`src/rtl/uart_tx_pkg.sv`:
```
// uart_tx_pkg: shared sequencer state type, STATUS_RD bit positions and default IOBUS addresses.
package uart_tx_pkg;

   typedef enum logic [1:0] {
      IDLE,
      START,
      WAIT_BUSY,
      WAIT_DONE
   } tx_state_t;

   localparam int STAT_FULL   = 0;
   localparam int STAT_EMPTY  = 1;
   localparam int STAT_OVF    = 2;
   localparam int STAT_BUSY   = 3;
   localparam int STAT_CNT_LO = 8;
   localparam int STAT_CNT_HI = 12;

   // Bit of a STATUS_AD write that clears the sticky overflow flag
   localparam int OVF_CLR_BIT = 2;

   // READY cycles tolerated in WAIT_BUSY before the start is treated as missed
   localparam int MISS_LIMIT = 4;

   localparam logic [31:0] DEF_DATA_AD   = 32'h1118_0000;
   localparam logic [31:0] DEF_STATUS_AD = 32'h111C_0000;

endpackage

```
`src/rtl/sync_fifo.sv`:
```
// sync_fifo: single-clock FIFO with a combinational head output; a push into a full FIFO
// is accepted only when a pop frees a slot on the same edge.
module sync_fifo #(
   parameter  int WIDTH = 8,
   parameter  int DEPTH = 8,
   localparam int AW    = $clog2(DEPTH),
   localparam int CW    = AW + 1
) (
   input  logic             clk,
   input  logic             rst,
   input  logic             push,
   input  logic             pop,
   input  logic [WIDTH-1:0] din,
   output logic [WIDTH-1:0] dout,
   output logic             full,
   output logic             empty,
   output logic [CW-1:0]    count
);

   logic [WIDTH-1:0] mem [DEPTH];
   logic [AW-1:0]    wr_ptr;
   logic [AW-1:0]    rd_ptr;
   logic             do_push;
   logic             do_pop;

   assign full    = (count == CW'(DEPTH));
   assign empty   = (count == '0);
   assign do_pop  = pop && !empty;
   assign do_push = push && (!full || do_pop);
   assign dout    = mem[rd_ptr];

   // Pointers wrap naturally because DEPTH is a power of two
   always_ff @(posedge clk or posedge rst) begin
      if (rst) begin
         wr_ptr <= '0;
         rd_ptr <= '0;
         count  <= '0;
      end else begin
         if (do_push) wr_ptr <= wr_ptr + 1'b1;
         if (do_pop)  rd_ptr <= rd_ptr + 1'b1;
         case ({do_push, do_pop})
            2'b10:   count <= count + 1'b1;
            2'b01:   count <= count - 1'b1;
            default: count <= count;
         endcase
      end
   end

   always_ff @(posedge clk) begin
      if (do_push) mem[wr_ptr] <= din;
   end

endmodule

```
`src/rtl/uart_tx_sequencer.sv`:
```
// uart_tx_sequencer: IOBUS-mapped byte FIFO feeding a UART driver through a START/READY handshake.
// Optional drain interrupt TX_IRQ exists only when UART_TX_IRQ_EN is defined.
module uart_tx_sequencer
   import uart_tx_pkg::*;
#(
   parameter int          DEPTH     = 8,
   parameter logic [31:0] DATA_AD   = DEF_DATA_AD,
   parameter logic [31:0] STATUS_AD = DEF_STATUS_AD
) (
   input  logic        CLK,
   input  logic        RST,
   input  logic [31:0] IOBUS_ADDR,
   input  logic [31:0] IOBUS_OUT,
   input  logic        IOBUS_WR,
   output logic [31:0] STATUS_RD,
   output logic        UART_START,
   output logic [7:0]  UART_DATA,
   input  logic        UART_READY
`ifdef UART_TX_IRQ_EN
   ,
   output logic        TX_IRQ
`endif
);

   localparam int CW = $clog2(DEPTH) + 1;

   tx_state_t     state;
   tx_state_t     state_next;
   logic [1:0]    miss_cnt;
   logic          push;
   logic          pop;
   logic          clr_ovf;
   logic          ovf;
   logic          full;
   logic          empty;
   logic [7:0]    head;
   logic [CW-1:0] count;
   logic          unused_bits;

   assign push        = IOBUS_WR && (IOBUS_ADDR == DATA_AD);
   assign clr_ovf     = IOBUS_WR && (IOBUS_ADDR == STATUS_AD) && IOBUS_OUT[OVF_CLR_BIT];
   assign pop         = (state == IDLE) && !empty && UART_READY;
   assign unused_bits = ^IOBUS_OUT[31:8];

   sync_fifo #(
      .WIDTH (8),
      .DEPTH (DEPTH)
   ) u_fifo (
      .clk   (CLK),
      .rst   (RST),
      .push  (push),
      .pop   (pop),
      .din   (IOBUS_OUT[7:0]),
      .dout  (head),
      .full  (full),
      .empty (empty),
      .count (count)
   );

   // A dropped push sets OVF; setting has priority over a same-cycle clear
   always_ff @(posedge CLK or posedge RST) begin
      if (RST) begin
         ovf <= 1'b0;
      end else if (push && full && !pop) begin
         ovf <= 1'b1;
      end else if (clr_ovf) begin
         ovf <= 1'b0;
      end
   end

   // UART_DATA only changes on a pop, so it stays stable for the whole frame
   always_ff @(posedge CLK or posedge RST) begin
      if (RST) begin
         state     <= IDLE;
         miss_cnt  <= '0;
         UART_DATA <= 8'h00;
      end else begin
         state <= state_next;
         if (pop) UART_DATA <= head;
         if (state != WAIT_BUSY) begin
            miss_cnt <= '0;
         end else if (UART_READY) begin
            miss_cnt <= miss_cnt + 1'b1;
         end
      end
   end

   always_comb begin
      state_next = state;
      UART_START = 1'b0;
      case (state)
         IDLE: begin
            if (pop) state_next = START;
         end
         START: begin
            UART_START = 1'b1;
            state_next = WAIT_BUSY;
         end
         WAIT_BUSY: begin
            if (!UART_READY) begin
               state_next = WAIT_DONE;
            end else if (miss_cnt == 2'(MISS_LIMIT - 1)) begin
               state_next = IDLE;
            end
         end
         WAIT_DONE: begin
            if (UART_READY) state_next = IDLE;
         end
         default: state_next = IDLE;
      endcase
   end

   always_comb begin
      STATUS_RD = '0;
      if (IOBUS_ADDR == STATUS_AD) begin
         STATUS_RD[STAT_FULL]               = full;
         STATUS_RD[STAT_EMPTY]              = empty;
         STATUS_RD[STAT_OVF]                = ovf;
         STATUS_RD[STAT_BUSY]               = (state != IDLE);
         STATUS_RD[STAT_CNT_HI:STAT_CNT_LO] = 5'(count);
      end
   end

`ifdef UART_TX_IRQ_EN
   // Fires once a frame completes with nothing left queued behind it
   always_ff @(posedge CLK or posedge RST) begin
      if (RST) begin
         TX_IRQ <= 1'b0;
      end else begin
         TX_IRQ <= (state == WAIT_DONE) && UART_READY && empty;
      end
   end
`endif

endmodule

```
`config.mk`:
```
export PLATFORM = sky130hd
export DESIGN_NAME = uart_tx_sequencer
export DESIGN_NICKNAME = d
export VERILOG_FILES = /design/src/rtl/uart_tx_pkg.sv /design/src/rtl/sync_fifo.sv /design/src/rtl/uart_tx_sequencer.sv
export SDC_FILE = /design/constraint.sdc
export NUM_CORES = 1
export LEC_CHECK = 0
export CORE_MARGIN = 8
export CORE_UTILIZATION = 50
export CTS_CLUSTER_DIAMETER = 100
export DETAILED_ROUTE_END_ITERATION = 10
export PLACE_DENSITY_LB_ADDON = 0.05
export SKIP_LAST_GASP = 1
export SYNTH_ARGS = -nofsm -noshare
export SYNTH_HDL_FRONTEND = slang
export SYNTH_SLANG_ARGS = --single-unit
```
`constraint.sdc`:
```
create_clock -name CLK -period 7.5 [get_ports CLK]
set_input_delay 1.5 -clock CLK [delete_from_list [all_inputs] [get_ports CLK]]
set_output_delay 1.5 -clock CLK [all_outputs]
set_load 0.005 [all_outputs]
```
## After elaboration in Yosys (flattened, before gate mapping)

Memory sizes are Yosys's and may differ from the RTL's. A register that Yosys moved wholly into a read port is not among the register bits.
Index checks and enable logic that the tools add are counted.

- Input bits: 68
- Word-level logic and storage cells: 60
- RAM bits: 64
- Register bits: 15
- Output and inout bits: 41
- Memories: 1

Memory list:

| memory | words | width | rd ports | clocked after memory_dff | wr ports | line | RTL |
|---|---|---|---|---|---|---|---|
| u_fifo.mem | 8 | 8 | 1 | 1 | 1 | sync_fifo.sv:20 | `logic [WIDTH-1:0] mem [DEPTH];` |

- Muxes and demuxes: 15
- Reductions and logical operators: 20
- Equal/unequal tests: 13
- $add $sub $neg: 5

Operator list:

| kind | count |
|---|---|
| == test 32 x 29 -> 1 bit, second input constant | 2 |
| 2-to-1 mux 2 bit | 6 |
| logical AND 1 bit | 9 |
| == test 2 bit, second input constant | 4 |
| 2-to-1 mux 4 bit | 2 |
| one-hot mux 2 bit (4 select lines) | 1 |
| one-hot mux 4 bit (2 select lines) | 1 |
| nonzero test 2 bit | 4 |
| adder 3 x 1 -> 3 bit, second input constant | 2 |
| inequality test 2 bit, second input constant | 3 |
| 2-to-1 mux 1 bit | 5 |
| adder 4 x 1 -> 4 bit, second input constant | 1 |
| == test 2 x 1 -> 1 bit, second input constant | 2 |
| == test 4 bit, second input constant | 1 |
| logical NOT 4 bit | 1 |
| subtractor 4 x 1 -> 4 bit, second input constant | 1 |
| logical NOT 1 bit | 3 |
| inequality test 3 bit, second input constant | 1 |
| AND reduction 3 bit | 1 |
| adder 2 x 1 -> 2 bit, second input constant | 1 |
| logical NOT 2 bit | 1 |
| logical OR 1 bit | 1 |

## Depth between registers and ports, before layout

- Word-level depth: 9
- Depth in mapped cells: 11
- Gate-level depth less buffers: 11

## By module

A second synthesis with hierarchy kept.

- Cell total of the unflattened synthesis: 252
- Area, all modules: 4096.4 um^2

Modules (own cells, without submodules):

| module | cells an instance | area each (um^2) | instances | seq. area each (um^2) |
|---|---|---|---|---|
| sync_fifo | 165 | 3135.5 | 1 | 2172.1 |
| uart_tx_sequencer | 87 | 960.9 | 1 | 325.3 |

## Least setup slack after synthesis

OpenSTA, ideal clock, no wires.

- Path kind: input-to-output
- Start: input IOBUS_ADDR[2]
- End: output STATUS_RD[0]
- Data arrival time: 2534 ps
- Path buffers: 0
- Required time: 6000 ps
- Path slack: 3466 ps
- Cell stages on the path: 4
- Path through: nor4_2 nand4_2 or3_1 nor2_1

- Cells in the longest elaborated chain, start to end: 2

Ends and longest elaborated chain:

| what | line | RTL |
|---|---|---|
| start: declaration | uart_tx_sequencer.sv:12 | `input logic [31:0] IOBUS_ADDR,` |
| == test 32 x 29 -> 1 bit | uart_tx_sequencer.sv:115 | `if (IOBUS_ADDR == STATUS_AD) begin` |
| 2-to-1 mux 4 bit | uart_tx_sequencer.sv:115 |  |
| end: declaration | uart_tx_sequencer.sv:15 | `output logic [31:0] STATUS_RD,` |

No other way between the ends.

## Final worst setup path

- Start: input IOBUS_ADDR[20]
- End: output STATUS_RD[3]

The elaborated chain is that of the path after synthesis.

==> summary.txt <==
Run status
  – Result of the run: finished clean

Placement
  – Final HPWL from detailed placement: 5.20 mm
  – Post-Place Cell Area: 0.00453 mm2
  – Final weighted congestion of routability-driven global placement: 0.689
  – Post-placement setup slack: 2390 ps
  – Port Buffer Count: 60

Global route
  – Number of antenna violations at the first check in global routing: 0
  – All-Layer GR Usage: 0.140
  – Maximum number of pins on one net before global-route repair: 24
  – Vias in the first global route: 2275
  – GRT Residual Overflow: 0
  – Wire length of the first global-routing pass: 11.9 mm

STA
  – Number of pins with negative max-slew slack in the final report: 0
  – Worst clock skew: 16.1 ps
  – Final total negative setup slack: 0 ps
  – Unrepaired setup endpoints after global routing: false
  – Max frequency: 196 MHz
  – Relative max-transition margin: 0.369
  – Period Utilization, post-route: 0.680
  – Final worst-path setup slack: 2400 ps
  – Worst-margin pin slew: 940 ps
  – Crit path time final: 5100 ps
  – Final setup fails: 0
  – Hold Violations, Final: 0

Setup path
  – Nature of the critical path endpoint: output port
  – Number of cell instances on the worst register-to-register path: 6
  – Data arrival time of the worst path: 3600 ps
  – Worst-case register-to-register setup slack: 4510 ps
  – Nature of the critical path startpoint: primary input
  – Critical path required time: 6000 ps
  – Crit Path Max Fanout: 5
  – Category of the critical setup timing path: in -> out

Pwr
  – VDD IR max: 0.126 mV
  – Sequential power share: 0.454
  – Clock group share of total power: 0.281
  – Cell Int Power: 1.00 mW
  – Leakage power of the design: 1.76 nW
  – Comb power frac: 0.265
  – Power, Total: 1.39 mW
  – Sw Pwr: 387 uW
  – Cell Pwr Density: 291 mW/mm2
  – Net switching fraction of the power: 0.278

Clocking
  – Number of resized instances in the post-cts repair step: 0
  – Hold buffer count at CTS: 0
  – TritonCTS clock tree: yes
  – Clock transition at the registers of the reported paths: 90 ps
  – Maximum level of the CTS H-tree: 3
  – Total clock buffers created by CTS: 9
  – Root Buffer: clkbuf_8
  – Largest buffer count on any clock path: 2
  – # Post-CTS Setup Buffers: 0
  – Num Clock Sinks: 87
  – Insertion delay of the later-clocked pin in the worst-skew pair: 350 ps

Floorplanning
  – Floorplan core area: 0.00765 mm2
  – Die outline area: 0.0109 mm2
  – Chip width: 105 um
  – I/O Pins: 109
  – Number of standard-cell rows in the floorplan: 32
  – Vertical die dimension: 105 um
  – Initial core utilization: 0.512

Worst hold path
  – Class of the most critical hold timing path: reg -> reg
  – Number of cells on the worst hold path: 2

Final layout
  – Layout overhead on the synthesized area: 21.9%
  – Cell area after layout: 0.00478 mm2
  – Final cell utilization of the core: 0.625
  – Multi-input combinational cell area: 0.00127 mm2
  – Number of nets in the layout: 388
  – Combined flip-flop and latch cell area: 0.00250 mm2
  – Layout cells sized above 1: 0.157
  – Number of inserted filler cells in the final layout: 601
  – Antenna Diode Count: 0

Logic synthesis
  – Fraction of synthesized cell area taken by the top area cell type: 0.490
  – Most common library cells after synthesis: edfxtp_1 (64), buf_4 (24), dfrtp_1 (23), nand2_1 (17), mux4_2 (16)
  – Post-synthesis async set-or-reset flop share: 0.264
  – Top post-synthesis cells by area: edfxtp_1 (49%), dfrtp_1 (15%), mux4_2 (9.2%)
  – Share of the yosys chip area belonging to registers: 0.637
  – Cell count after synthesis: 253
  – Post-synth top area cell: edfxtp_1
  – Number of enable-type register cells in the synthesized netlist: 64
  – Yosys warning total: 0
  – Register bit count reported by yosys: 87
  – Per-instance average area after synthesis: 15.5 um2
  – Leading cell type by number of instances after synthesis: edfxtp_1
  – Number of unique standard cell types used by synthesis: 45
  – Leading register cell type out of synthesis: edfxtp_1
  – Total standard cell area after synthesis: 0.00392 mm2

Drt
  – Vias per inst: 5.16
  – Routed WL: 7.33 mm
  – Detail-routed net length per standard cell: 17.4 um
  – DRC: 0
  – Final ANT Viol Nets: 0
  – Via total after detailed routing: 2174
  – Count of TritonRoute iterations in the first routing pass: 4
  – Violation count after the first detailed-route iteration: 86

Job
  – Max Cap Viol: 0
through the flow:
stage	cells	hold WS, ps
finish	421	483
global route	421	532
CTS	421	489
detailed placement	405	469
global placement	405	463
floorplan	276	458
layout by cell type (no fill, tap or decap), drive strengths merged, types with 2 or more instances in the layout:
cell type,count
xnor2,6
ha,5
o21ai,10
inv,8
nor3,4
nand4,2
mux2i,12
nand3,3
edfxtp,64
a21oi,2
a21o,2
nor2,12
mux4,16
nand2,17
nand2b,2
mux2,2
buf,2
clkbuf,10
nor4,6
dfrtp,23
clkdlybuf4s50,60
nor3b,7
and2,3
conb,24
bufinv,3
worst paths after layout:
check                               start          endpoint
max                        IOBUS_ADDR[20]      STATUS_RD[3]
min                          UART_DATA[3]      UART_DATA[3]
max reg2reg                      state[1]  u_fifo.mem[2][2]
min reg2reg                  UART_DATA[3]      UART_DATA[3]
max in group asynchronous             RST               ovf
min in group asynchronous             RST  u_fifo.rd_ptr[2]
kinds of logic after synthesis:
group | synth area share
mux | 0.128
other cells | 0.000957
simple gates | 0.107
buf+inv | 0.0632
flops | 0.637
xor+xnor | 0.0156
compound gates | 0.0268
fa+ha+maj | 0.0211
routing by layer:
metal  vias to the layer above  global-route usage  part of all wire
met2                        65               0.229              0.50
met3                         7              0.0424             0.060
li1                       1025                   -                 -
met5                         -                   0                 0
met1                      1077               0.167              0.43
met4                         0              0.0620             0.013
power groups by stage:
| stage | clock network, mW | logic, mW | registers (mW) |
|---|---|---|---|
| 2_1_floorplan | 0 | 0.285 | 0.606 |
| 3_3_place_gp | 0 | 0.368 | 0.643 |
| 3_5_place_dp | 0 | 0.372 | 0.644 |
| 4_1_cts | 0.399 | 0.375 | 0.633 |
| 5_1_grt | 0.415 | 0.413 | 0.640 |
| 6_report | 0.390 | 0.368 | 0.631 |
flip-flops by register name, indices dropped and copies added, names as in the netlist:
name and flops:
u_fifo.count 4, u_fifo.mem 64, ovf 1, u_fifo.wr_ptr 3, UART_DATA 8, state 2, u_fifo.rd_ptr 3, miss_cnt 2
area by class of cell:
type / instances / area share
Sequential cell: 87 / 0.523
Multi-Input combinational cell: 148 / 0.266
Timing Repair Buffer: 62 / 0.129
Clock buffer: 10 / 0.0267
Tap cell: 102 / 0.0267
Clock inverter: 6 / 0.0244
Inverter: 6 / 0.00471
critical path: stages:
cell and delay [ps]:
clkdlybuf4s50_1 440, nor4bb_1 260, nand4_1 290, or3_1 470, nor2_1 130, clkdlybuf4s50_1 510
No activity file was read; power rests on OpenSTA's default activity.
